`src/rtl/div_sequencer_pkg.sv`:
```
// Shared definitions for the divide sequencer: FSM encoding and timeout default.
`timescale 1ns/1ps
package div_sequencer_pkg;

  typedef enum logic [1:0] {
    IDLE    = 2'd0,
    RUN     = 2'd1,
    RELEASE = 2'd2
  } state_e;

  localparam int DIV_TIMEOUT_DEFAULT = 16;
  localparam int CNT_W               = 5;

endpackage

```
`src/rtl/div_sequencer_if.sv`:
```
// Start/Ready handshake and operand/result bus between sequencer and the shared divider.
`timescale 1ns/1ps
interface div_sequencer_if;

  logic        div_start;
  logic        div_signed;
  logic [31:0] div_a;
  logic [31:0] div_b;
  logic [63:0] div_result;
  logic        div_ready;

  modport master (
    output div_start, div_signed, div_a, div_b,
    input  div_result, div_ready
  );

  modport slave (
    input  div_start, div_signed, div_a, div_b,
    output div_result, div_ready
  );

endinterface

```
`src/rtl/div_sequencer.sv`:
```
// Sequences DIV/DIVU through the shared divider: stalls EX, issues a level-held Start,
// returns {HI, LO} as a one-cycle strobe, and drains flushed divides without writing back.
`timescale 1ns/1ps
module div_sequencer
  import div_sequencer_pkg::*;
#(
  parameter int DIV_TIMEOUT = DIV_TIMEOUT_DEFAULT
) (
  input  logic                  clk,
  input  logic                  rst,
  input  logic                  i_req_valid,
  input  logic                  i_req_signed,
  input  logic [31:0]           i_req_a,
  input  logic [31:0]           i_req_b,
  input  logic                  i_flush,
  output logic                  o_stall,
  output logic                  o_busy,
  output logic                  o_hilo_we,
  output logic [31:0]           o_hi_wdata,
  output logic [31:0]           o_lo_wdata,
  output logic                  o_timeout_err,
  div_sequencer_if.master       div_bus
);

  state_e             r_state;
  state_e             w_state_next;
  logic               r_cancel;
  logic [CNT_W-1:0]   r_cnt;
  logic               r_timeout_err;
  logic               r_div_start;
  logic               r_div_signed;
  logic [31:0]        r_div_a;
  logic [31:0]        r_div_b;

  logic               w_accept;
  logic               w_complete;
  logic               w_stall;
  logic               w_hilo_we;

  // NOTE: every output of this block gets a default first, so no path can infer a latch.
  always_comb begin
    w_state_next = r_state;
    w_accept     = 1'b0;
    w_complete   = 1'b0;
    w_stall      = 1'b0;
    w_hilo_we    = 1'b0;
    case (r_state)
      IDLE: begin
        if (i_req_valid && !i_flush && (i_req_b != 32'd0)) begin
          w_accept     = 1'b1;
          w_stall      = 1'b1;
          w_state_next = RUN;
        end
      end
      RUN: begin
        // A cancelled divide no longer holds its own instruction, only whatever sits behind it.
        w_stall = (!r_cancel && !div_bus.div_ready) || (r_cancel && i_req_valid);
        if (div_bus.div_ready) begin
          w_complete   = 1'b1;
          w_hilo_we    = !r_cancel && !i_flush;
          w_state_next = RELEASE;
        end
      end
      RELEASE: begin
        w_stall = i_req_valid;
        if (!div_bus.div_ready) w_state_next = IDLE;
      end
      default: w_state_next = IDLE;
    endcase
  end

  // NOTE: sequential state uses non-blocking assignments and clears on the asynchronous reset.
  always_ff @(posedge clk or posedge rst) begin
    if (rst) r_state <= IDLE;
    else     r_state <= w_state_next;
  end

  always_ff @(posedge clk or posedge rst) begin
    if (rst) begin
      r_div_start   <= 1'b0;
      r_div_signed  <= 1'b0;
      r_div_a       <= 32'd0;
      r_div_b       <= 32'd0;
      r_cancel      <= 1'b0;
      r_cnt         <= '0;
      r_timeout_err <= 1'b0;
    end else begin
      if (w_accept) begin
        r_div_start  <= 1'b1;
        r_div_signed <= i_req_signed;
        r_div_a      <= i_req_a;
        r_div_b      <= i_req_b;
        r_cancel     <= 1'b0;
        r_cnt        <= '0;
      end else if (w_complete) begin
        r_div_start <= 1'b0;
      end
      if (r_state == RUN) begin
        if (i_flush)    r_cancel <= 1'b1;
        if (r_cnt != '1) r_cnt   <= r_cnt + 1'b1;
        // The FSM keeps waiting after a timeout; the flag is diagnostic only.
        if ((int'(r_cnt) + 1) >= DIV_TIMEOUT) r_timeout_err <= 1'b1;
      end
    end
  end

  assign o_stall       = w_stall;
  assign o_busy        = (r_state != IDLE);
  assign o_hilo_we     = w_hilo_we;
  assign o_hi_wdata    = w_complete ? div_bus.div_result[63:32] : 32'd0;
  assign o_lo_wdata    = w_complete ? div_bus.div_result[31:0]  : 32'd0;
  assign o_timeout_err = r_timeout_err;

  assign div_bus.div_start  = r_div_start;
  assign div_bus.div_signed = r_div_signed;
  assign div_bus.div_a      = r_div_a;
  assign div_bus.div_b      = r_div_b;

endmodule

```
`src/flat_wrapper.sv`:
```
// flat-port wrapper written by rule: the top's interface ports become plain ports
module div_sequencer_flat import div_sequencer_pkg::*;
#(
  parameter int DIV_TIMEOUT = DIV_TIMEOUT_DEFAULT
)
  (clk, rst, i_req_valid, i_req_signed, i_req_a, i_req_b, i_flush, o_stall, o_busy, o_hilo_we, o_hi_wdata, o_lo_wdata, o_timeout_err, div_bus_div_start, div_bus_div_signed, div_bus_div_a, div_bus_div_b, div_bus_div_result, div_bus_div_ready);
  div_sequencer_if div_bus_i ();
  input  logic clk;
  input  logic rst;
  input  logic i_req_valid;
  input  logic i_req_signed;
  input  logic [31:0] i_req_a;
  input  logic [31:0] i_req_b;
  input  logic i_flush;
  output logic o_stall;
  output logic o_busy;
  output logic o_hilo_we;
  output logic [31:0] o_hi_wdata;
  output logic [31:0] o_lo_wdata;
  output logic o_timeout_err;
  output wire logic [$bits(div_bus_i.div_start)-1:0] div_bus_div_start;
  output wire logic [$bits(div_bus_i.div_signed)-1:0] div_bus_div_signed;
  output wire logic [$bits(div_bus_i.div_a)-1:0] div_bus_div_a;
  output wire logic [$bits(div_bus_i.div_b)-1:0] div_bus_div_b;
  input wire logic [$bits(div_bus_i.div_result)-1:0] div_bus_div_result;
  input wire logic [$bits(div_bus_i.div_ready)-1:0] div_bus_div_ready;
  assign div_bus_div_start = div_bus_i.div_start;
  assign div_bus_div_signed = div_bus_i.div_signed;
  assign div_bus_div_a = div_bus_i.div_a;
  assign div_bus_div_b = div_bus_i.div_b;
  assign div_bus_i.div_result = div_bus_div_result;
  assign div_bus_i.div_ready = div_bus_div_ready;
  div_sequencer #(.DIV_TIMEOUT(DIV_TIMEOUT)) u_core (.clk(clk), .rst(rst), .i_req_valid(i_req_valid), .i_req_signed(i_req_signed), .i_req_a(i_req_a), .i_req_b(i_req_b), .i_flush(i_flush), .o_stall(o_stall), .o_busy(o_busy), .o_hilo_we(o_hilo_we), .o_hi_wdata(o_hi_wdata), .o_lo_wdata(o_lo_wdata), .o_timeout_err(o_timeout_err), .div_bus(div_bus_i));
endmodule
```
`config.mk`:
```
export PLATFORM = sky130hd
export DESIGN_NAME = div_sequencer_flat
export DESIGN_NICKNAME = d
export VERILOG_FILES = /design/src/rtl/div_sequencer_pkg.sv /design/src/rtl/div_sequencer_if.sv /design/src/rtl/div_sequencer.sv /design/src/flat_wrapper.sv
export SDC_FILE = /design/constraint.sdc
export NUM_CORES = 1
export LEC_CHECK = 0
export BUFFER_PORTS_ARGS = -buffer_cell sky130_fd_sc_hd__buf_2
export CORE_MARGIN = 4
export CORE_UTILIZATION = 35
export CTS_CLUSTER_DIAMETER = 80
export CTS_CLUSTER_SIZE = 14
export DETAILED_ROUTE_END_ITERATION = 12
export GPL_TIMING_DRIVEN = 0
export HOLD_SLACK_MARGIN = 0.1
export PLACE_DENSITY = 0.71
export SETUP_SLACK_MARGIN = 0.4
export SYNTH_ARGS = -nofsm -noshare
export SYNTH_HDL_FRONTEND = slang
export SYNTH_SLANG_ARGS = --single-unit
```
`constraint.sdc`:
```
create_clock -name clk -period 2.55 [get_ports clk]
set_clock_uncertainty 0.1 [all_clocks]
set_input_delay 0.255 -clock clk [delete_from_list [all_inputs] [get_ports clk]]
set_output_delay 0.255 -clock clk [all_outputs]
set_load 0.05 [all_outputs]
```
==> reports/results.tsv, run 1 <==
stage	metric	value	unit
pwr	total power draw	6040	uW
routing	Antenna Violating Nets Remaining	0	
timing	fmax	0.4732	GHz
global_route	M1 GR Usage	25.71	%
global_route	met3 GRT Util	7.726	%
routing	Starting DRT DRC Count	146	
synthesis	Mapped Cells	281	
finish	Design Area, Final	0.006302	sq mm
synthesis	ranking of synthesized cells by area	dfrtp_1 (51%), mux2_4 (23%), and3_1 (11%)	
placement	post-place instance area	0.005218	sq mm
global_route	GRT overflow	0	
worst_setup_path	CP most frequent cell	buf_6	
cts	CTS Buf Count	9	
pwr	Pwr per Cell Area	958.4	mW/mm^2
finish	Layout Utilization	61.32	%
placement	Port Buffers	266	
synthesis	synth unique cells	33	
floorplanning	Rows	37	
synthesis	leading area contributor after synthesis	dfrtp_1	
cts	H-tree levels	3	
routing	DR pass1 iterations	4	
worst_setup_path	CP endpoint kind	primary output	
worst_setup_path	critical path's top delay family	buffers and inverters	
timing	Slew headroom	42.71	%
worst_setup_path	startpoint types	register	
global_route	grt met2 use	44.34	%
cts	clk sinks	75	
synthesis	ys async rst share	100.0	%
placement	HPWL after detailed placement	11.13	mm
pwr	Seq pwr share	30.4	%
pwr	Leak	0.003478	uW
synthesis	cell area after synthesis	0.003687	sq mm
global_route	vias in the first global route	4121	
floorplanning	Ports	268	
worst_setup_path	CP Max Fanout	10	
synthesis	Mapped Nets	417	
timing	Final TNS setup	0	ns
floorplanning	die area	0.01224	sq mm
pwr	net switching power	2878	uW
synthesis	number of flops mapped to enable cells by yosys	0	
floorplanning	Die Y	110.6	um
floorplanning	Placeable Area	0.01028	sq mm
cts	Max Buffers Root-to-Sink	2	
finish	area of the multi-input gates	0.001705	sq mm
worst_setup_path	Max stage delay cell, worst path	dfrtp_2	
timing	slew at the pin closest to its max-slew limit	0.8575	ns
hold_path	Worst Hold Class	in2reg	
placement	pre-CTS setup slack	0.2339	ns
pwr	switching share of total power	47.65	%
synthesis	share of the synthesized area in the top cell type	50.90	%
floorplanning	initial core utilization	35.88	%
timing	final period utilization	82.87	%
pwr	VDD IR max	0.0007735	V
worst_setup_path	CP max stage delay	0.47	ns
placement	gpl congestion	0.9955	
finish	# fillers	833	
synthesis	most frequent cell after synthesis	dfrtp_1	
cts	CTS tree	built	
status	status	complete, no violations	
timing	RSZ-0062 raised after global routing	yes	
cts	Clock transition at path regs	0.08	ns
finish	synthesis-to-layout area growth	70.92	%
timing	final number of hold-violating endpoints	0	
pwr	Internal Power	3162	uW
timing	Slew Viols, Final	0	
global_route	gr usage total	24.33	%
synthesis	#FFs+latches synth	75	
pwr	clock share of power	17.9	%
floorplanning	die width	110.6	um
worst_setup_path	worst path bufs/invs	3	
finish	FF/Latch Area	0.001879	sq mm
worst_setup_path	critical path class	reg2out	
routing	WL/cell	19.89	um
flow_run	max cap viols	0	
synthesis	Ys Warns	0	
synthesis	leading post-synthesis cells by instance count	dfrtp_1 (75), and3_1 (66), mux2_4 (56)	
routing	Via-to-Cell Ratio	4.895	
cts	Skew-Pair Late Insertion Delay	0.35	ns
synthesis	Avg Inst Size Synth	13.12	sq um
global_route	grt peak-use layer	met2	
pwr	logic gate share of total power	51.6	%
timing	fin crit period	2.113	ns
worst_setup_path	CP required	2.19	ns
finish	nets	762	
worst_setup_path	crit path cell chain	nor2b_4 -> buf_6 -> clkbuf_4 -> and3_1 -> buf_6	
cts	CTS root buffer	clkbuf_8	
synthesis	sequential area share after synthesis	50.90	%
routing	via count	3764	
global_route	first-pass GRT wire length	23.14	mm
timing	# setup viols final	0	
worst_setup_path	Worst Path Arrival	1.76	ns
synthesis	dominant synthesized flop cell	dfrtp_1	
finish	proportion of layout cells with a drive suffix above 1	59.11	%
global_route	largest net degree at the start of global routing	39	
timing	final worst slack	0.4367	ns
routing	WL final	15.30	mm
routing	DRC	0	
global_route	initial antenna violation count	2	
-- cell type report --
type                            instances  share of cell area [%]
Antenna cell                            2                 0.07941
Multi-Input combinational cell        182                   27.06
Buffer                                 22                   2.501
Clock buffer                            9                   1.965
Tap cell                              136                   2.700
Clock inverter                          7                   1.668
Sequential cell                        75                   29.82
Inverter                                2                  0.1787
Timing Repair Buffer                  334                   34.03
-- stage by stage --
step,hold slack [ns],std cells
5_1_grt,0.1114,769
2_1_floorplan,0.2875,281
3_3_place_gp,0.3402,683
6_report,0.1251,769
4_1_cts,0.1053,767
3_5_place_dp,0.3429,684
-- cells in the final DEF (no fill, tap or decap), drive strengths merged --
| cell type | netlist | final |
|---|---|---|
| a21boi | 1 | 1 |
| a21o | 1 | 1 |
| a21oi | 1 | 1 |
| a22o | 1 | 1 |
| a311o | 1 | 1 |
| and2 | 1 | 1 |
| and3 | 66 | 66 |
| buf | 8 | 277 |
| bufinv | 0 | 2 |
| clkbuf | 14 | 22 |
| clkinvlp | 0 | 2 |
| dfrtp | 75 | 75 |
| diode | 0 | 2 |
| dlygate4sd3 | 0 | 66 |
| ha | 2 | 2 |
| inv | 2 | 5 |
| mux2 | 65 | 65 |
| nand2 | 7 | 7 |
| nand2b | 3 | 3 |
| nand3 | 1 | 1 |
| nand3b | 1 | 1 |
| nand4 | 2 | 2 |
| nor2 | 2 | 2 |
| nor2b | 3 | 3 |
| nor3 | 1 | 1 |
| nor3b | 1 | 1 |
| nor4 | 8 | 8 |
| nor4b | 1 | 1 |
| o211ai | 1 | 1 |
| o21a | 1 | 1 |
| o21ai | 8 | 8 |
| o21bai | 1 | 1 |
| or2 | 1 | 1 |
| or3 | 1 | 1 |
-- state kept, by name, indices dropped and copies added (netlist names) --
signal,count
u_core.r_state,2
u_core.div_bus.div_a,32
u_core.r_cnt,5
u_core.r_cancel,1
u_core.div_bus.div_b,32
u_core.o_timeout_err,1
u_core.div_bus.div_signed,1
u_core.div_bus.div_start,1
-- power by group through the flow --
stage / logic [uW] / clock network (uW) / registers, uW
floorplan: 988 / 0 / 3050
global placement: 2940 / 0 / 1810
detailed placement: 2980 / 0 / 1820
CTS: 3100 / 1090 / 1820
global route: 3240 / 1140 / 1880
finish: 3120 / 1080 / 1840
-- logic make-up after synthesis --
logic type      after synthesis  share of synthesized area, %
simple gates                 99                         16.25
flops                        75                         50.90
mux                          65                         25.55
buf+inv                      24                         3.868
compound gates               16                         2.749
fa+ha+maj                     2                        0.6785
-- worst paths after layout --
path,from,endpoint,slack [ns],depth (start not counted)
max,u_core.r_state[1],o_hi_wdata[1],0.44,5
min,i_flush,u_core.r_cancel,0.13,2
max reg2reg,u_core.r_state[1],u_core.div_bus.div_a[27],0.68,5
min reg2reg,u_core.o_timeout_err,u_core.o_timeout_err,0.36,1
max in group asynchronous,rst,u_core.div_bus.div_b[3],1.18,4
min in group asynchronous,rst,u_core.div_bus.div_a[9],0.50,3
-- what timing repair did --
| item | in CTS | in global routing |
|---|---|---|
| setup endpoints to repair | 66 | 52 |
| pin swaps | 1 | 0 |
| hold buffers | 66 | 0 |
| resized for setup | 53 | 15 |
| setup buffers | 1 | 0 |
| cloned | 0 | 0 |
| hold endpoints to repair | 102 | 0 |
-- layer usage --
layer | part of all wire [%] | routed length [um] | vias up
li1 | - | - | 1709
met1 | 37 | 5686 | 1832
met2 | 52 | 7957 | 194
met3 | 7.8 | 1196 | 29
met4 | 3.0 | 459 | 0
met5 | 0 | 0 | -
Power figures use the tool's default switching activity.
==> run 2: changes to the inputs <==
==> constraint.sdc (replaced) <==
create_clock -name clk -period 2.1 [get_ports clk]
set_clock_uncertainty 0.1 [all_clocks]
set_input_delay 0.21 -clock clk [delete_from_list [all_inputs] [get_ports clk]]
set_output_delay 0.21 -clock clk [all_outputs]
set_load 0.05 [all_outputs]
==> run 2 against run 1 <==
Compared with the run above: die area did not move; worst hold slack improved by 0.19 ns; clock-buffer cell count rose by 2; global-route usage fell by 0.39 points; sequential share of layout area fell by 4.3 points; combinational power rose by 36%; core utilization rose by 10 points; worst setup slack got worse by 0.32 ns; final area rose by 17%; sequential power rose by 21%; register-to-register slack got worse by 0.51 ns; clock power rose by 16%; critical endpoint is now o_hi_wdata[25]; highest routed layer unchanged.
==> reports/results.tsv, run 2 (same netlist as run 1, synthesis figures left out) <==
stage	metric	value	unit	change
status	status	complete, no violations		
floorplanning	Placeable Area	0.01028	sq mm	unchanged
routing	Via-to-Cell Ratio	4.887		-0.16%
worst_setup_path	crit path cell chain	nor2b_4 -> clkbuf_4 -> and3_1 -> buf_4		
cts	Max Buffers Root-to-Sink	2		unchanged
floorplanning	die width	110.6	um	unchanged
worst_setup_path	CP required	1.79	ns	-0.40 ns
global_route	first-pass GRT wire length	23.21	mm	+0.33%
floorplanning	Die Y	110.6	um	unchanged
worst_setup_path	CP endpoint kind	primary output		
global_route	gr usage total	23.94	%	-0.39 points
placement	Inst Count DP	685		+0.15%
pwr	Pwr per Cell Area	1046	mW/mm^2	+9.2%
finish	proportion of layout cells with a drive suffix above 1	67.18	%	+8.1 points
cts	clk sinks	75		unchanged
hold_path	Worst Hold Class	in2reg		
pwr	switching share of total power	45.62	%	-2.0 points
floorplanning	initial core utilization	35.88	%	unchanged
global_route	largest net degree at the start of global routing	33		-15%
pwr	Leak	0.003688	uW	+6.1%
pwr	total power draw	7703	uW	+28%
global_route	vias in the first global route	4202		+2.0%
pwr	VDD IR max	0.0008921	V	+15%
worst_setup_path	critical path class	reg2out		
timing	final number of hold-violating endpoints	0		unchanged
timing	Slew Viols, Final	0		unchanged
pwr	Seq pwr share	28.9	%	-1.5 points
cts	Clock transition at path regs	0.08	ns	about the same
finish	fin cells	788		+2.5%
worst_setup_path	worst path bufs/invs	2		-1
timing	fmax	0.5041	GHz	
worst_setup_path	Worst Path Arrival	1.67	ns	-0.09 ns
placement	pre-CTS setup slack	-0.1652	ns	-0.3991 ns
finish	commonest cells after routing, fill and taps aside	buf_2 (199), dfrtp_1 (73), dlygate4sd3_1 (67), mux2_4 (57)		
finish	most common cell after layout, fill and taps aside	buf_2		
floorplanning	die area	0.01224	sq mm	unchanged
finish	area of the multi-input gates	0.001932	sq mm	+13%
placement	Port Buffers	266		unchanged
pwr	logic gate share of total power	54.9	%	+3.3 points
global_route	initial antenna violation count	0		-2
timing	Final TNS setup	0	ns	unchanged
floorplanning	Ports	268		unchanged
cts	Skew-Pair Late Insertion Delay	0.34	ns	about the same
worst_setup_path	startpoint types	register		
timing	final worst slack	0.1164	ns	-0.3203 ns
pwr	clock share of power	16.2	%	-1.7 points
routing	Antenna Violating Nets Remaining	0		unchanged
cts	CTS root buffer	clkbuf_8		
placement	HPWL after detailed placement	10.11	mm	-9.2%
routing	DR pass1 iterations	4		unchanged
routing	WL final	15.75	mm	+2.9%
finish	n_diodes	0		-2
routing	DRC	0		unchanged
timing	# setup viols final	0		unchanged
finish	FF/Latch Area	0.001879	sq mm	unchanged
timing	final period utilization	94.46	%	
timing	slew at the pin closest to its max-slew limit	0.5211	ns	-0.3364 ns
cts	H-tree levels	3		unchanged
finish	nets	783		+2.8%
flow_run	max cap viols	0		unchanged
worst_setup_path	CP max stage delay	0.47	ns	about the same
pwr	net switching power	3514	uW	+22%
pwr	Internal Power	4189	uW	+32%
finish	Layout Utilization	71.62	%	+10 points
cts	CTS Buf Count	9		unchanged
timing	Slew headroom	65.26	%	+23 points
cts	CTS tree	built		
timing	RSZ-0062 raised after global routing	yes		
finish	# fillers	667		-20%
worst_setup_path	Max stage delay cell, worst path	dfrtp_2		
timing	fin crit period	1.984	ns	
placement	gpl congestion	0.9770		-1.9%
floorplanning	Rows	37		unchanged
routing	WL/cell	19.99	um	+0.47%
worst_setup_path	critical path's top delay family	flip-flops		
global_route	GRT overflow	0		unchanged
finish	synthesis-to-layout area growth	99.63	%	
routing	Starting DRT DRC Count	182		+25%
worst_setup_path	CP Max Fanout	10		unchanged
routing	via count	3851		+2.3%
==> run 2: cell count changes in the layout (fill, tap and decap cells not counted), moves of 5 or more <==
cell | previous run | this run
and3_1 | 66 | 29
and3_4 | 0 | 37
buf_12 | 1 | 14
buf_2 | 234 | 199
buf_6 | 19 | 25
buf_8 | 0 | 37
clkbuf_16 | 0 | 5
==> run 2: final timing paths <==
kind                                      startpoint                       end  slack, ns  cells after the start
worst max-delay path               u_core.r_state[1]            o_hi_wdata[25]       0.12                      4
worst min-delay path                         i_flush   u_core.div_bus.div_b[6]       0.31                      5
worst max register to register     u_core.r_state[1]   u_core.div_bus.div_a[9]       0.17                      6
worst min register to register  u_core.o_timeout_err      u_core.o_timeout_err       0.38                      1
max in group asynchronous                        rst   u_core.div_bus.div_b[2]       1.04                      4
min in group asynchronous                        rst  u_core.div_bus.div_b[15]       0.34                      3
==> run 2: power by group through the flow <==
stage          Sequential (uW)  Combinational [uW]  Clock [uW]
5_1_grt                   2280                4380        1350
6_report                  2220                4230        1250
3_3_place_gp              2200                3600           0
2_1_floorplan             3710                1240           0
3_5_place_dp              2210                3660           0
4_1_cts                   2210                4060        1270
==> run 2: cell type report <==
type / instances / area share (%)
multi-input combinational: 182 / 26.25
sequential: 75 / 25.53
buffer: 22 / 3.672
inverter: 2 / 0.1530
clock inverter: 5 / 1.173
clock buffer: 11 / 1.921
timing repair buffer: 355 / 38.99
tap: 136 / 2.312
==> run 2: routing by layer <==
layer	wire (um)	share of wire, %	track usage (%)	vias up
li1	-	-	-	1749
met1	5509	35	23.60	1858
met2	8425	53	45.15	212
met3	1255	8.0	7.671	32
met4	559	3.5	10.84	0
met5	0	0	0	-
==> run 2: timing repair <==
item | 4_1_cts | 5_1_grt
cloned | 2 | 5
gates resized for setup | 214 | 31
pin swaps | 5 | 1
setup endpoints to repair | 134 | 134
hold buffers | 67 | 0
endpoints found under the hold margin | 84 | 0
setup buffers | 10 | 3
==> run 2: worst reg2reg max path, delay by kind of cell, from the launching register on <==
kind            cells  cell delay, ns
mux                 1            0.30
buf+inv             3            0.49
flops               1            0.47
simple gates        1            0.32
compound gates      1            0.14
==> run 2: through the flow <==
| step | instance area (sq um) | hold WS, ns |
|---|---|---|
| 2_1_floorplan | 3847 | 0.2425 |
| 3_3_place_gp | 5349 | 0.3403 |
| 3_5_place_dp | 5389 | 0.1664 |
| 4_1_cts | 7104 | 0.2975 |
| 5_1_grt | 7361 | 0.3281 |
| 6_report | 7361 | 0.3108 |
